<file path="src/rtl/uart_cmd_decoder.sv">
// uart_cmd_decoder: turns received command bytes into fixed-width button pulses.
// Define UART_CMD_ECHO_EN to echo each accepted byte (or ERR_CHAR) back through uart_tx.
module uart_cmd_decoder #(
    parameter int unsigned PULSE_LEN = 1,
    parameter logic [7:0]  ERR_CHAR  = 8'h3F
) (
    input  logic       clk,
    input  logic       reset,
    input  logic [7:0] rx_data,
    input  logic       rx_done,
    input  logic       tx_busy,
    output logic       btn_run_stop,
    output logic       btn_clear,
    output logic       btn_mode,
    output logic       tx_start,
    output logic [7:0] tx_data,
    output logic       cmd_err
);

    localparam logic [7:0] CNT_LOAD = 8'(PULSE_LEN - 1);

    typedef enum logic [1:0] {
        CMD_NONE,
        CMD_RUN,
        CMD_CLR,
        CMD_MODE
    } cmd_t;

    cmd_t       rx_cmd;
    logic       cmd_valid;
    logic [2:0] btn_q;
    logic [2:0] btn_d;
    logic [7:0] cnt_q;
    logic [7:0] cnt_d;
    logic       err_d;

    always_comb begin
        rx_cmd = CMD_NONE;
        case (rx_data)
            8'h72, 8'h52: rx_cmd = CMD_RUN;
            8'h63, 8'h43: rx_cmd = CMD_CLR;
            8'h6D, 8'h4D: rx_cmd = CMD_MODE;
            default:      rx_cmd = CMD_NONE;
        endcase
    end

    assign cmd_valid = (rx_cmd != CMD_NONE);

    // A new valid command replaces any running pulse; btn_q is one-hot or zero.
    always_comb begin
        btn_d = btn_q;
        cnt_d = cnt_q;
        err_d = 1'b0;
        if (rx_done && cmd_valid) begin
            cnt_d = CNT_LOAD;
            case (rx_cmd)
                CMD_RUN:  btn_d = 3'b100;
                CMD_CLR:  btn_d = 3'b010;
                CMD_MODE: btn_d = 3'b001;
                default:  btn_d = 3'b000;
            endcase
        end else begin
            err_d = rx_done;
            if (cnt_q != 8'd0) begin
                cnt_d = cnt_q - 8'd1;
            end else begin
                btn_d = 3'b000;
            end
        end
    end

    always_ff @(posedge clk or posedge reset) begin
        if (reset) begin
            btn_q   <= '0;
            cnt_q   <= '0;
            cmd_err <= 1'b0;
        end else begin
            btn_q   <= btn_d;
            cnt_q   <= cnt_d;
            cmd_err <= err_d;
        end
    end

    assign btn_run_stop = btn_q[2];
    assign btn_clear    = btn_q[1];
    assign btn_mode     = btn_q[0];

`ifdef UART_CMD_ECHO_EN
    typedef enum logic [1:0] {
        IDLE,
        WAIT,
        SEND
    } echo_state_t;

    echo_state_t state_q;
    echo_state_t state_d;
    logic        pending_q;
    logic        pending_d;
    logic [7:0]  pend_byte_q;
    logic [7:0]  pend_byte_d;

    // A byte accepted in the same cycle as WAIT->SEND goes out directly (latest wins).
    always_comb begin
        state_d     = state_q;
        pending_d   = pending_q;
        pend_byte_d = pend_byte_q;
        case (state_q)
            IDLE: if (pending_q) state_d = WAIT;
            WAIT: if (!tx_busy) state_d = SEND;
            SEND: begin
                state_d   = IDLE;
                pending_d = 1'b0;
            end
            default: state_d = IDLE;
        endcase
        if (rx_done) begin
            pending_d   = 1'b1;
            pend_byte_d = cmd_valid ? rx_data : ERR_CHAR;
        end
    end

    always_ff @(posedge clk or posedge reset) begin
        if (reset) begin
            state_q     <= IDLE;
            pending_q   <= 1'b0;
            pend_byte_q <= '0;
            tx_start    <= 1'b0;
            tx_data     <= '0;
        end else begin
            state_q     <= state_d;
            pending_q   <= pending_d;
            pend_byte_q <= pend_byte_d;
            tx_start    <= (state_d == SEND);
            if (state_q == WAIT && state_d == SEND) begin
                tx_data <= pend_byte_d;
            end
        end
    end
`else
    logic [8:0] unused_echo;

    assign unused_echo = {tx_busy, ERR_CHAR};
    assign tx_start    = 1'b0;
    assign tx_data     = '0;
`endif

endmodule
</file>
<file path="config.mk">
export PLATFORM = sky130hd
export DESIGN_NAME = uart_cmd_decoder
export DESIGN_NICKNAME = d
export VERILOG_FILES = /design/src/rtl/uart_cmd_decoder.sv
export SDC_FILE = /design/constraint.sdc
export NUM_CORES = 1
export LEC_CHECK = 0
export CELL_PAD_IN_SITES_DETAIL_PLACEMENT = 1
export CELL_PAD_IN_SITES_GLOBAL_PLACEMENT = 2
export CORE_MARGIN = 4
export CORE_UTILIZATION = 28
export CTS_BUF_LIST = sky130_fd_sc_hd__clkbuf_4
export DETAILED_ROUTE_END_ITERATION = 8
export PLACE_DENSITY_LB_ADDON = 0.2
export REMOVE_ABC_BUFFERS = 1
export SLEW_MARGIN = 20
export SYNTH_ARGS = -nofsm -noshare
export SYNTH_HDL_FRONTEND = slang
export SYNTH_SLANG_ARGS = --single-unit
</file>
<file path="constraint.sdc">
create_clock -name clk -period 3.1 [get_ports clk]
set_input_delay 0.465 -clock clk [delete_from_list [all_inputs] [get_ports clk]]
set_output_delay 0.465 -clock clk [all_outputs]
set_load 0.005 [all_outputs]
</file>
==> impl_metrics.toml <==
[cells_and_area]
finalCoreUtilization_pct = 35.8
fraction_of_layout_instances_using_a_drive_strength_above_1_pct = 6.12
fill_cells = 318
design.final.nets = 113
area_growth_syn_to_layout_pct = 21.4
antenna-diode-count = 0

[sta]
rsz0062_at_grt = "false"
max_clock_skew_ns = 0.00274
setup-violations-final = 0
period_minus_slack_ns = 1.75
setup_tns_ns = 0
maximum_clock_rate_mhz = 571
timing_hold_violations_final = 0
post-route-period-util_pct = 56.5
drv_slew = 0

[die]
io-pin-count = 25
die-width_um = 59.1
dieHeight_um = 59.1
core_region_area_um2 = 2480
die_area_um2 = 3490
starting_density_of_the_core_pct = 29.5
fp-row-count = 18

[route]
post-route-drc-count = 0
first_pass_iters = 2
postRouteWirelength_mm = 1.53
routed_wire_length_per_instance_um = 12.0
final_antenna_net_count = 0
dr_total_vias = 594
via_per_inst = 4.64
drt_iter0_markers = 5

[global_routing]
pin_count_of_the_biggest_net_entering_global_routing = 13
grt_pass1_wl_mm = 2.77
grt_pass1_vias = 634
globalRouteTotalUtil_pct = 10.5
grt_overflow_total = 0
grt_antenna_before_repair = 0

[placed_design]
place.detailed.hpwl_mm = 1.20
port_buffers = 13
gpl.final_weighted_congestion = 0.595

[worst_setup_path]
worst-path-max-fanout = 6
worstSetupStartpointType = "register"
ff2ff_setup_slack_ns = 1.35
timing.critical_path.to_type = "register"
critical-path-top-delay-family = "simple AND/OR/NAND/NOR gates"
critical_path.max_stage_delay_ns = 0.42
criticalPathCategory = "reg -> reg"
slowest_stage = "dfrtp_1"
cp_cell_sequence = "inv_1 -> ha_1 -> nor2b_1 -> nand3b_1 -> a211oi_1"
timing.critical_path.arrival_ns = 1.93
worstPathBufferInverterCount = 1
worstPathRequired_ns = 3.28

[clock_tree]
post_cts_resized = 0
number_of_hold_buffers_added_after_cts = 0
cts_inserted_buffers = 3
clk_pin_slew_worst_paths_ns = 0.08
clock_tree.root_cell = "clkbuf_4"
number_of_buffers_between_clock_root_and_the_deepest_sink = 2
clkSinkCount = 12
count_of_buffers_added_by_post_cts_timing_repair_for_setup = 0
clk_latency_ns = 0.27
tritoncts = "built"
cts-htree-levels = 1

[power]
peakVddDrop_uv = 314
power.static_leakage_nw = 0.390
p_per_area_nw_per_um2 = 780

[yosys]
synth-seq-cells = 12
number_of_flops_mapped_to_enable_cells_by_yosys = 0
synth_area_um2 = 731
synth_area_leader_cell = "dfrtp_1"
synthMostInstantiatedCell = "dfrtp_1"
synthesis_warning_total = 0
seq_area_frac_synth_pct = 41.1
post_synth.cell_area_avg_um2 = 8.91
post-synth-top-area-fraction_pct = 41.1
synth.top_cells.by_area = "dfrtp_1 41%, buf_4 10%, nand3b_1 5.1%"
ys_async_sr_fraction_pct = 100
post_synth_num_cell_types = 26
ys.flop_type = "dfrtp_1"
synth_top_cells_by_count = "12 x dfrtp_1, 10 x buf_4, 9 x nand2_1"
netlist_instances = 82

[status]
status = "finished, final reports clean"

[job]
maxCapViolations = 0

[worst_hold_path]
worstHoldPathType = "in -> async"
## worst reg2reg max path, delay by kind of cell, from the launching register on
kind / cells / cell delay (ns)
simple gates: 2 / 0.65
buf+inv: 1 / 0.09
fa+ha+maj: 1 / 0.17
flops: 1 / 0.42
compound gates: 1 / 0.33
## placed cells by master (no fill, tap or decap), types with 2 or more instances in the layout
cell type	synthesis	layout
clkdlybuf4s50_1	0	13
nand3b_1	5	5
mux2i_1	2	2
nand2_1	9	9
inv_1	6	6
nor2_1	8	8
nand2b_1	3	3
a21oi_1	5	5
dfrtp_1	12	12
ha_1	2	2
o22ai_1	2	2
clkbuf_4	0	3
conb_1	1	9
o21ai_0	4	4
## path summary, 6_finish.rpt
check,startpoint,endpoint,depth (start not counted)
min,reset,cnt_q[4],2
min in group clk,btn_q[0],btn_q[0],2
max,cnt_q[0],cnt_q[1],5
min reg2reg,btn_q[0],btn_q[0],2
max reg2reg,cnt_q[0],cnt_q[1],5
max in group asynchronous,reset,btn_q[0],2
## sequential cells by signal (all words and copies together), names as in the netlist
signal   flops
btn_q        3
cnt_q        8
cmd_err      1
## through the flow
stage	worst slack [ns]	area, um^2	std cells	hold slack [ns]	total power [mW]
2_1_floorplan	1.30	686	80	0.330	0.485
3_3_place_gp	1.06	861	124	0.511	0.584
3_5_place_dp	1.09	861	124	0.529	0.596
4_1_cts	1.32	887	128	0.505	0.706
5_1_grt	1.17	887	128	0.538	0.769
6_report	1.35	887	128	0.489	0.692
## cell type report
cell class	instances	area, um^2	area share [%]
multi-input cells	62	363	40.9
flip-flops and latches	12	300	33.9
repair buffers	14	138	15.5
well taps	30	37.5	4.23
clock buffers	3	22.5	2.54
inverters	6	22.5	2.54
clock inverters	1	3.75	0.423
## cell families after synthesis
group                    after synthesis  share of synthesized area (%)
AO/OA/AOI/OAI                         15                           12.0
XOR/XNOR                               1                           1.20
adder cells (fa/ha/maj)                2                           3.42
buffers and inverters                 16                           13.4
flip-flops                            12                           41.1
multiplexers                           2                           2.74
other                                  1                          0.513
AND/OR/NAND/NOR                       33                           25.7
## power breakdown
part | internal [mW] | switching (mW)
logic | 0.149 | 0.135
registers | 0.231 | 0.0736
clock network | 0.0466 | 0.0559
## metal layers
layer / track usage [%] / up-vias / share of wire, %
li1: - / 291 / -
met1: 11.9 / 282 / 42
met2: 18.1 / 19 / 49
met3: 3.49 / 2 / 7.4
met4: 3.88 / 0 / 1.6
met5: 0 / - / 0
Note: power is estimated with default switching activity, not from simulation.
==> RTL change: new RTL, config.mk and constraints unchanged <==
Remove the register `cmd_err`: a continuous assignment takes its place, so the output `cmd_err` follows one clock earlier.
--- a/src/rtl/uart_cmd_decoder.sv
+++ b/src/rtl/uart_cmd_decoder.sv
@@ -73,13 +73,13 @@
         if (reset) begin
             btn_q   <= '0;
             cnt_q   <= '0;
-            cmd_err <= 1'b0;
         end else begin
             btn_q   <= btn_d;
             cnt_q   <= cnt_d;
-            cmd_err <= err_d;
         end
     end
+
+    assign cmd_err = err_d;
 
     assign btn_run_stop = btn_q[2];
     assign btn_clear    = btn_q[1];
Function: changed (Yosys sat finds a counterexample within 4 cycles, from zero or initial values and one cycle with reset high).
==> RTL change against the unedited design <==
Wire length up 0.72%; cell count is 1.6% lower; combinational power down 1%; critical path type is now in2out; hold slack lost 0.0069 ns; count of clock-buffer cells in the layout grew 1; setup slack got worse by 0.83 ns; largest cell class unchanged; sequential cell count fell by 1; cell area decreased by 1.1%; area after synthesis is 0.51% lower; total power grew 0.68%; clock skew increased by 0.0056 ns.
==> RTL change: results (changes against the unedited design) <==
[metrics] CP Data Arrival Time: 2.12 ns (+0.19 ns)
[metrics] launching instance or port of the critical path: rx_data[1]
[metrics] part of the Yosys area used for sequential elements: 0.3787 (-0.03230)
[metrics] endpoint of the most critical setup path: cmd_err
[metrics] leakage power total: 0.3755 nW (-3.6%)
[metrics] via count of the first global-routing pass: 599 (-5.5%)
[metrics] maximum number of pins on one net before global-route repair: 12 (-1)
[metrics] count of distinct cell types in the synthesized netlist: 29 (+12%)
[metrics] Final #Nets: 111 (-1.8%)
[metrics] instance count after placement with tap cells included: 122 (-1.6%)
[metrics] number of non-filler instances in the completed layout: 126 (-1.6%)
[metrics] Global Route Usage Sum: 0.1075 (+0.002602)
[metrics] filler cell count in the final layout: 313 (-1.6%)
[metrics] overall via count from detail_route: 587 (-1.2%)
[metrics] status: complete, no violations
[metrics] top fanout value on the critical path: 4 (-2)
[metrics] Pre-antenna DRT Iters: 1 (-1)
[metrics] leading registers by flop count: cnt_q: 8 flops, btn_q: 3 flops
[metrics] sum of net half-perimeters after detailed placement: 1.211 mm (+1.1%)
[metrics] Critical R2R Capture: cnt_q[6]
[metrics] clock skew: 0.008367 ns (+0.005629 ns)
[metrics] total wire length: 1.542 mm (+0.72%)
[metrics] internal reg-to-reg setup slack: 1.35 ns (about the same)
[metrics] RD Place Congestion: 0.7747 (+30%)
[metrics] commonest cells in the netlist: 11 x dfrtp_1, 9 x buf_4, 8 x nand2_1
[metrics] Max IR drop VDD: 0.3619 mV (+15%)
==> RTL change: cell type report <==
type                    count  share of cell area
flip-flops and latches     11              0.3138
multi-input cells          62              0.4351
well taps                  30             0.04280
repair buffers             13              0.1484
clock buffers               4             0.03424
inverters                   6             0.02568
==> RTL change: kinds of logic (layout without fill, tap and decap cells) <==
kind of cell	after synthesis	in the layout	synth area share
xor+xnor	1	1	0.01205
fa+ha+maj	2	2	0.03442
buf+inv	17	23	0.1377
flops	11	11	0.3787
other cells	1	9	0.005159
compound gates	15	15	0.1188
simple gates	32	32	0.2719
mux	3	3	0.04131
==> RTL change: layer usage <==
| metal | vias up | wire, um | GRT usage |
|---|---|---|---|
| met4 | 0 | 21 | 0.04854 |
| met1 | 277 | 736 | 0.1348 |
| li1 | 291 | - | - |
| met3 | 4 | 93 | 0.04386 |
| met5 | - | 0 | 0 |
| met2 | 15 | 692 | 0.1609 |
==> RTL change: worst min path at each step <==
stage	end	slack, ns	cells past startpoint
final	cnt_q[5]	0.48	2
after global routing	cnt_q[5]	0.53	2
after CTS	cnt_q[2]	0.49	2
after detailed placement	btn_q[0]	0.52	2
after global placement	btn_q[2]	0.52	2
after floorplan	btn_q[0]	0.32	1
==> RTL change: power by group <==
part | internal [mW] | total, mW | switching [mW]
Combinational | 0.156 | 0.281 | 0.125
Sequential | 0.217 | 0.309 | 0.0917
Clock | 0.0586 | 0.107 | 0.0480
Total | 0.432 | 0.697 | 0.265
==> RTL change: metrics by stage <==
step / setup slack [ns] / total power [mW] / utilization / hold WS [ns] / instance area [um^2]
2_1_floorplan: 1.538 / 0.4844 / - / 0.3174 / 679.4
4_1_cts: 0.4866 / 0.7100 / 0.3540 / 0.4874 / 877.1
6_report: 0.5139 / 0.6968 / 0.3540 / 0.4824 / 877.1
3_5_place_dp: 0.4903 / 0.5948 / 0.3419 / 0.5184 / 847.1
3_3_place_gp: 0.4851 / 0.5869 / 0.3419 / 0.5168 / 847.1
5_1_grt: 0.3441 / 0.7695 / 0.3540 / 0.5287 / 877.1
==> RTL change: worst max-delay path, stage by stage <==
cell and delay, ns:
clkdlybuf4s50_1 0.50, nand3b_1 0.14, a21boi_1 0.21, o21ai_0 0.12, a31oi_1 0.17, clkdlybuf4s50_1 0.52
